### src/rtl/asc_shift_sequencer_if.sv
// Control, status and snapshot-stream signals of the ascending-range shift sequencer.
// master = sequencer side, slave = config master plus trace sink.
interface asc_shift_sequencer_if #(
    parameter int W = 8,
    parameter int H = 7
);
    logic          start;
    logic [7:0]    nshift;
    logic [0:W-1]  v_w;
    logic [-H:H]   v_s;
    logic          snap_valid;
    logic          snap_ready;
    logic [31:0]   cyc;
    logic          busy;
    logic          done;

    modport master (
        input  start, nshift, snap_ready,
        output v_w, v_s, snap_valid, cyc, busy, done
    );

    modport slave (
        output start, nshift, snap_ready,
        input  v_w, v_s, snap_valid, cyc, busy, done
    );
endinterface

### src/rtl/asc_shift_sequencer.sv
// Loads two ascending-range vectors to all-ones, then left-shifts them nshift times,
// offering a valid/ready snapshot after the load and after each step; stalls in SNAP under back-pressure.
module asc_shift_sequencer #(
    parameter int W = 8,
    parameter int H = 7
) (
    input  logic                   clk,
    input  logic                   rst,
    asc_shift_sequencer_if.master  bus
);
    typedef enum logic [2:0] {
        S_IDLE,
        S_LOAD,
        S_SNAP,
        S_SHIFT,
        S_DONE
    } state_t;

    state_t        state_q, state_d;
    logic [0:W-1]  v_w_q, v_w_d;
    logic [-H:H]   v_s_q, v_s_d;
    logic [7:0]    remaining_q, remaining_d;
    logic [31:0]   cyc_q, cyc_d;
    logic          snap_valid_q, snap_valid_d;
    logic          busy_q, busy_d;
    logic          done_q, done_d;

    always_comb begin
        state_d     = state_q;
        v_w_d       = v_w_q;
        v_s_d       = v_s_q;
        remaining_d = remaining_q;
        cyc_d       = cyc_q;
        case (state_q)
            S_IDLE: begin
                if (bus.start) begin
                    remaining_d = bus.nshift;
                    cyc_d       = 32'd0;
                    state_d     = S_LOAD;
                end
            end
            S_LOAD: begin
                v_w_d   = '1;
                v_s_d   = '1;
                state_d = S_SNAP;
            end
            S_SNAP: begin
                if (bus.snap_ready) begin
                    state_d = (remaining_q == 8'd0) ? S_DONE : S_SHIFT;
                end
            end
            S_SHIFT: begin
                // Index 0 / -H is the MSB, so a plain << moves bits toward the low index.
                v_w_d       = v_w_q << 1;
                v_s_d       = v_s_q << 1;
                remaining_d = remaining_q - 8'd1;
                cyc_d       = cyc_q + 32'd1;
                state_d     = S_SNAP;
            end
            S_DONE: begin
                state_d = S_IDLE;
            end
            default: begin
                state_d = S_IDLE;
            end
        endcase

        // Status flags are decoded from the next state so they register in step with it.
        snap_valid_d = (state_d == S_SNAP);
        busy_d       = (state_d != S_IDLE);
        done_d       = (state_d == S_DONE);
    end

    always_ff @(posedge clk or posedge rst) begin
        if (rst) begin
            state_q      <= S_IDLE;
            v_w_q        <= '0;
            v_s_q        <= '0;
            remaining_q  <= 8'd0;
            cyc_q        <= 32'd0;
            snap_valid_q <= 1'b0;
            busy_q       <= 1'b0;
            done_q       <= 1'b0;
        end else begin
            state_q      <= state_d;
            v_w_q        <= v_w_d;
            v_s_q        <= v_s_d;
            remaining_q  <= remaining_d;
            cyc_q        <= cyc_d;
            snap_valid_q <= snap_valid_d;
            busy_q       <= busy_d;
            done_q       <= done_d;
        end
    end

    assign bus.v_w        = v_w_q;
    assign bus.v_s        = v_s_q;
    assign bus.cyc        = cyc_q;
    assign bus.snap_valid = snap_valid_q;
    assign bus.busy       = busy_q;
    assign bus.done       = done_q;
endmodule

### src/flat_wrapper.sv
// flat-port wrapper written by rule: the top's interface ports become plain ports
module asc_shift_sequencer_flat 
#(
    parameter int W = 8,
    parameter int H = 7
)
  (clk, rst, bus_start, bus_nshift, bus_snap_ready, bus_v_w, bus_v_s, bus_snap_valid, bus_cyc, bus_busy, bus_done);
  asc_shift_sequencer_if #(.W(W), .H(H)) bus_i ();
  input  logic clk;
  input  logic rst;
  input wire logic [$bits(bus_i.start)-1:0] bus_start;
  input wire logic [$bits(bus_i.nshift)-1:0] bus_nshift;
  input wire logic [$bits(bus_i.snap_ready)-1:0] bus_snap_ready;
  output wire logic [$bits(bus_i.v_w)-1:0] bus_v_w;
  output wire logic [$bits(bus_i.v_s)-1:0] bus_v_s;
  output wire logic [$bits(bus_i.snap_valid)-1:0] bus_snap_valid;
  output wire logic [$bits(bus_i.cyc)-1:0] bus_cyc;
  output wire logic [$bits(bus_i.busy)-1:0] bus_busy;
  output wire logic [$bits(bus_i.done)-1:0] bus_done;
  assign bus_i.start = bus_start;
  assign bus_i.nshift = bus_nshift;
  assign bus_i.snap_ready = bus_snap_ready;
  assign bus_v_w = bus_i.v_w;
  assign bus_v_s = bus_i.v_s;
  assign bus_snap_valid = bus_i.snap_valid;
  assign bus_cyc = bus_i.cyc;
  assign bus_busy = bus_i.busy;
  assign bus_done = bus_i.done;
  asc_shift_sequencer #(.W(W), .H(H)) u_core (.clk(clk), .rst(rst), .bus(bus_i));
endmodule
### config.mk
export PLATFORM = sky130hd
export DESIGN_NAME = asc_shift_sequencer_flat
export DESIGN_NICKNAME = d
export VERILOG_FILES = /design/src/rtl/asc_shift_sequencer_if.sv /design/src/rtl/asc_shift_sequencer.sv /design/src/flat_wrapper.sv
export SDC_FILE = /design/constraint.sdc
export NUM_CORES = 1
export LEC_CHECK = 0
export CORE_UTILIZATION = 30
export CTS_BUF_LIST = sky130_fd_sc_hd__clkbuf_16
export CTS_CLUSTER_DIAMETER = 150
export DETAILED_ROUTE_END_ITERATION = 16
export PLACE_DENSITY = 0.56
export SYNTH_ARGS = -nofsm -noshare
export SYNTH_HDL_FRONTEND = slang
export SYNTH_SLANG_ARGS = --single-unit
### constraint.sdc
create_clock -name clk -period 5.2 [get_ports clk]
set_clock_uncertainty 0.2 [all_clocks]
set_input_delay 0.78 -clock clk [delete_from_list [all_inputs] [get_ports clk]]
set_output_delay 0.78 -clock clk [all_outputs]
set_load 0.01 [all_outputs]
After elaboration in Yosys (flattened, before gate mapping). Cells that the tools add are included.

Add/subtract/negate cells: 2. Multiply operators: 0. Divide/modulo/power cells: 0. $lt $le $gt $ge: 0. Eq/ne operators: 6. Shifts and indexed selects: 0. Muxes and demuxes: 10. Bitwise gates (word level): 0. Reductions and logical operators: 7.

Operators with widths (number): $pmux W32 S2 (1); $add A32 B1 Y32 const B (1); $mux W32 (1); $pmux W8 S2 (2); $pmux W15 S2 (1); $eq A3 B2 Y1 const B (3); $mux W3 (3); $pmux W3 S3 (1); $logic_not A8 Y1 (1); $mux W8 (1); $sub A8 B1 Y8 const B (1); $reduce_bool A2 Y1 (2); $eq A3 B1 Y1 const B (1); $eq A3 B3 Y1 const B (1); $logic_not A3 Y1 (1); $reduce_bool A3 Y1 (1); $ne A2 B2 Y1 const B (1); $reduce_and A2 Y1 (1); $reduce_or A2 Y1 (1).

Register bits: 69. Bits in latches: 0. Memory bits (writable): 0. ROM bits: 0. Output and inout bits: 58. Word-level logic and storage cells: 33. Memories kept: 0.

Depth between registers and ports, before layout.
Depth in word-level cells: 5. Mapped depth: 6. Mapped depth without buffers: 6.

Worst setup path after synthesis. No wires, ideal clock.

Path kind: input to register. Start point: input bus_start. End point: register u_core.remaining_q[0]. Setup time: 0.126 ns. Arrival: 1.601 ns. Data required time: 4.874 ns. Setup slack: 3.273 ns. Stages on the path: 3. Cells stage by stage: nor4b_4 nor2_1 a221o_1.

Cells in the longest elaborated chain, start to end: 2.

Ends and longest elaborated chain: start: declaration (line flat_wrapper.sv:11) `input wire logic [$bits(bus_i.start)-1:0] bus_start;`; $ne A2 B2 Y1 (no line); $reduce_and A2 Y1 (no line); end signal: assignment (line asc_shift_sequencer.sv:88) `remaining_q <= remaining_d;`; end: declaration (line asc_shift_sequencer.sv:22) `logic [7:0] remaining_q, remaining_d;`.

No other way between the ends. A chain may end at the register's enable or synchronous reset.

Final worst setup path. Ends and elaborated chain as after synthesis.

==> flow_metrics.tcl <==
set metrics [dict create \
    cts_sinks 61 \
    yosys.area.top_type "dfrtp_1" \
    synth_commonest_cells "dfrtp_1, nand2_1, mux2i_1" \
    clk_latency_ns 0.32 \
    syn_inst 289 \
    root_buffer "clkbuf_16" \
    rows 36 \
    wire_per_inst_microns 14.59 \
    slew_headroom 0.2750 \
    worstRegToRegCells 4 \
    syn_nets 303 \
    nFillCells 978 \
    post_drt_via_cell_ratio 4.924 \
    ys_types 39 \
    setup_tns_ns 0 \
    rsz0062_at_grt "false" \
    setup.worst_path.start_class "primary input" \
    cellLeakagePower_nw 1.783 \
    port_buffers 69 \
    ys_ff_latch 61 \
    criticalPathCategory "in2reg" \
    min_path_type "reg2reg" \
    clock_path_buffers 2 \
    crit_path_top_delay_cell "nor4b_4" \
    cts-buffers-inserted 9 \
    min_to "u_core.bus.cyc[31]" \
    regToRegSetupSlack_ns 2.96 \
    cts_tree "done" \
    placed_cells 472 \
    die_w_microns 102.2 \
    final_cells 488 \
    synth_edf_count 0 \
    yosysTopAreaCellShare 0.5069 \
    synth_flop_cell "dfrtp_1" \
    layout-drive-gt1-share 0.08169 \
    fp.coreArea_sq_um 9729 \
    cts_resized 0 \
    synth.most_common_cell "dfrtp_1" \
    r2r-end "u_core.bus.cyc[13]" \
    grt_max_degree 34 \
    floorplan.initialDensity 0.3095 \
    finalHoldViolCount 0 \
    timing.hold.worst.start "u_core.bus.cyc[31]" \
    postRouteAntennaNets 0 \
    regArea_sq_um 1526 \
    gp_congestion 0.7595 \
    setup_violations 0 \
    synthArstFlopShare 1.000 \
    fin_crit_ns 2.390 \
    cts_htree_levels 3 \
    hpwl_mm 4.855 \
    final_cell_area_sq_um 4026 \
    post_cts_buffers 0 \
    vdd_drop_max_uv 227.3 \
    vias 2403 \
    endpoint_kind "flip-flop" \
    fin_crit_sh 0.4596 \
    status "complete, no violations" \
    fin_ws_ns 2.810 \
    dieArea_sq_um 10440 \
    max_freq_mhz 418.4 \
    drt_drc_violations_left 0 \
    grt_usage 0.1491 \
    dieHeight_microns 102.2 \
    dr.pass1.iters 5 \
    nNetsFinal 364 \
    clkSlewWorstSetupHoldPaths_ns 0.06 \
    maxCapViolCount 0 \
    grt_overflow_total 0 \
    critPathMaxFanout 10 \
    multi_input_area_sq_um 1325 \
    antenna_found_initial 0 \
    wirelength_mm 7.120 \
    avgSynthCellArea_sq_um 10.42 \
    antennaDiodeCount 0 \
    min_delay_path_depth 1 \
    crit_chain "clkdlybuf4s50_1 > nor4b_4 > nor2_1 > a221o_1" \
    required_ns 5.21 \
    holdBufCountCts 0 \
    grt_pass1_wl_mm 11.83 \
    yosys_warnings 0 \
    power.density_nw_per_um2 554.0 \
    cp_slowest_stage_delay_ns 0.52 \
    rr_startpoint "u_core.state_q[1]" \
    report.final.slew_viol_count 0 \
    synth_area_sq_um 3012 \
    finalPower_mw 2.231 \
    pre_cts_ws_ns 2.458 \
    grt_pass1_vias 2294 \
    syn2layout_area_growth_pct 33.69 \
    placed_area_sq_um 3750 \
    drtIter0Drc 104 \
    worst_pin_slew_ns 1.084 \
    netlist_top_cells_area "dfrtp_1, mux2i_1, nand2_1, o22a_1, nand4_1" \
    synth-seq-area-share 0.5069 \
    arrival_ns 2.40 \
    io_pins 70 \
]
[layout by cell type (no fill, tap or decap), drive strengths merged, types with 2 or more instances in the layout]
cell type and count:
or2 2, nand3b 2, nor2 19, o31ai 2
nand4 19, inv 8, nor3 7, a21oi 3
clkbuf 9, nor4 8, o311ai 2, o22a 14
nand3 15, mux2i 27, clkinv 4, o21ai 9
nand2 45, and3 7, nand2b 2, o211ai 6
clkinvlp 2, ha 2, buf 2, dfrtp 61
clkdlybuf4s50 69
[worst max-delay path: cells and delay by family]
| family | cells | cell delay (ns) |
|---|---|---|
| simple gates | 2 | 0.76 |
| buf+inv | 1 | 0.51 |
| compound gates | 1 | 0.34 |
[how the worst max path moves through the flow]
stage / start / endpoint / slack, ns / cells past startpoint
after floorplan: rst / u_core.bus.busy / 2.71 / 1
after global placement: bus_start / u_core.remaining_q[0] / 2.49 / 4
after detailed placement: bus_start / u_core.remaining_q[0] / 2.46 / 4
after CTS: u_core.bus.cyc[10] / bus_cyc[10] / 2.82 / 1
after global routing: bus_start / u_core.remaining_q[2] / 2.67 / 5
final: bus_start / u_core.remaining_q[0] / 2.81 / 4
[logic make-up (layout without fill, tap and decap cells)]
logic type                 after synthesis  count (layout)  share of synthesized area
AOI/OAI and AO/OA                       39              39                    0.09555
buffers and inverters                   28              94                    0.05318
adders and majority gates                2               2                   0.008308
muxes                                   27              27                    0.08974
DFF                                     61              61                     0.5069
and+or+nand+nor                        132             132                     0.2464
[final cells by class]
class                           instances  area share
Sequential cell                        61      0.3791
Multi-Input combinational cell        200      0.3291
Timing Repair Buffer                   71      0.1753
Clock buffer                            9     0.05594
Tap cell                              133     0.04133
Clock inverter                          7     0.01274
Inverter                                7    0.006526
[sequential cells by signal, indices dropped and copies added (netlist names), 3 cells and up]
signal	flops
u_core.remaining_q	8
u_core.bus.cyc	32
u_core.state_q	3
u_core.bus.v_w	7
[routing by layer]
layer,global-route usage,up-vias,share of wire
li1,-,1172,-
met1,0.2098,1150,0.49
met2,0.2225,70,0.45
met3,0.03283,11,0.041
met4,0.05934,0,0.016
met5,0,-,0
[power by group]
part	leakage, nW	internal (mW)	switching (mW)
clock network	0.132	0.323	0.220
logic	1.02	0.451	0.401
registers	0.635	0.633	0.203
[stage by stage]
stage                     utilization  hold slack [ns]
after global placement         0.3854           0.2680
after CTS                      0.4138           0.2880
after detailed placement       0.3854           0.2820
after floorplan                     -           0.2732
after global routing           0.4138           0.3175
final                          0.4138           0.2773
Power figures use the tool's default switching activity.
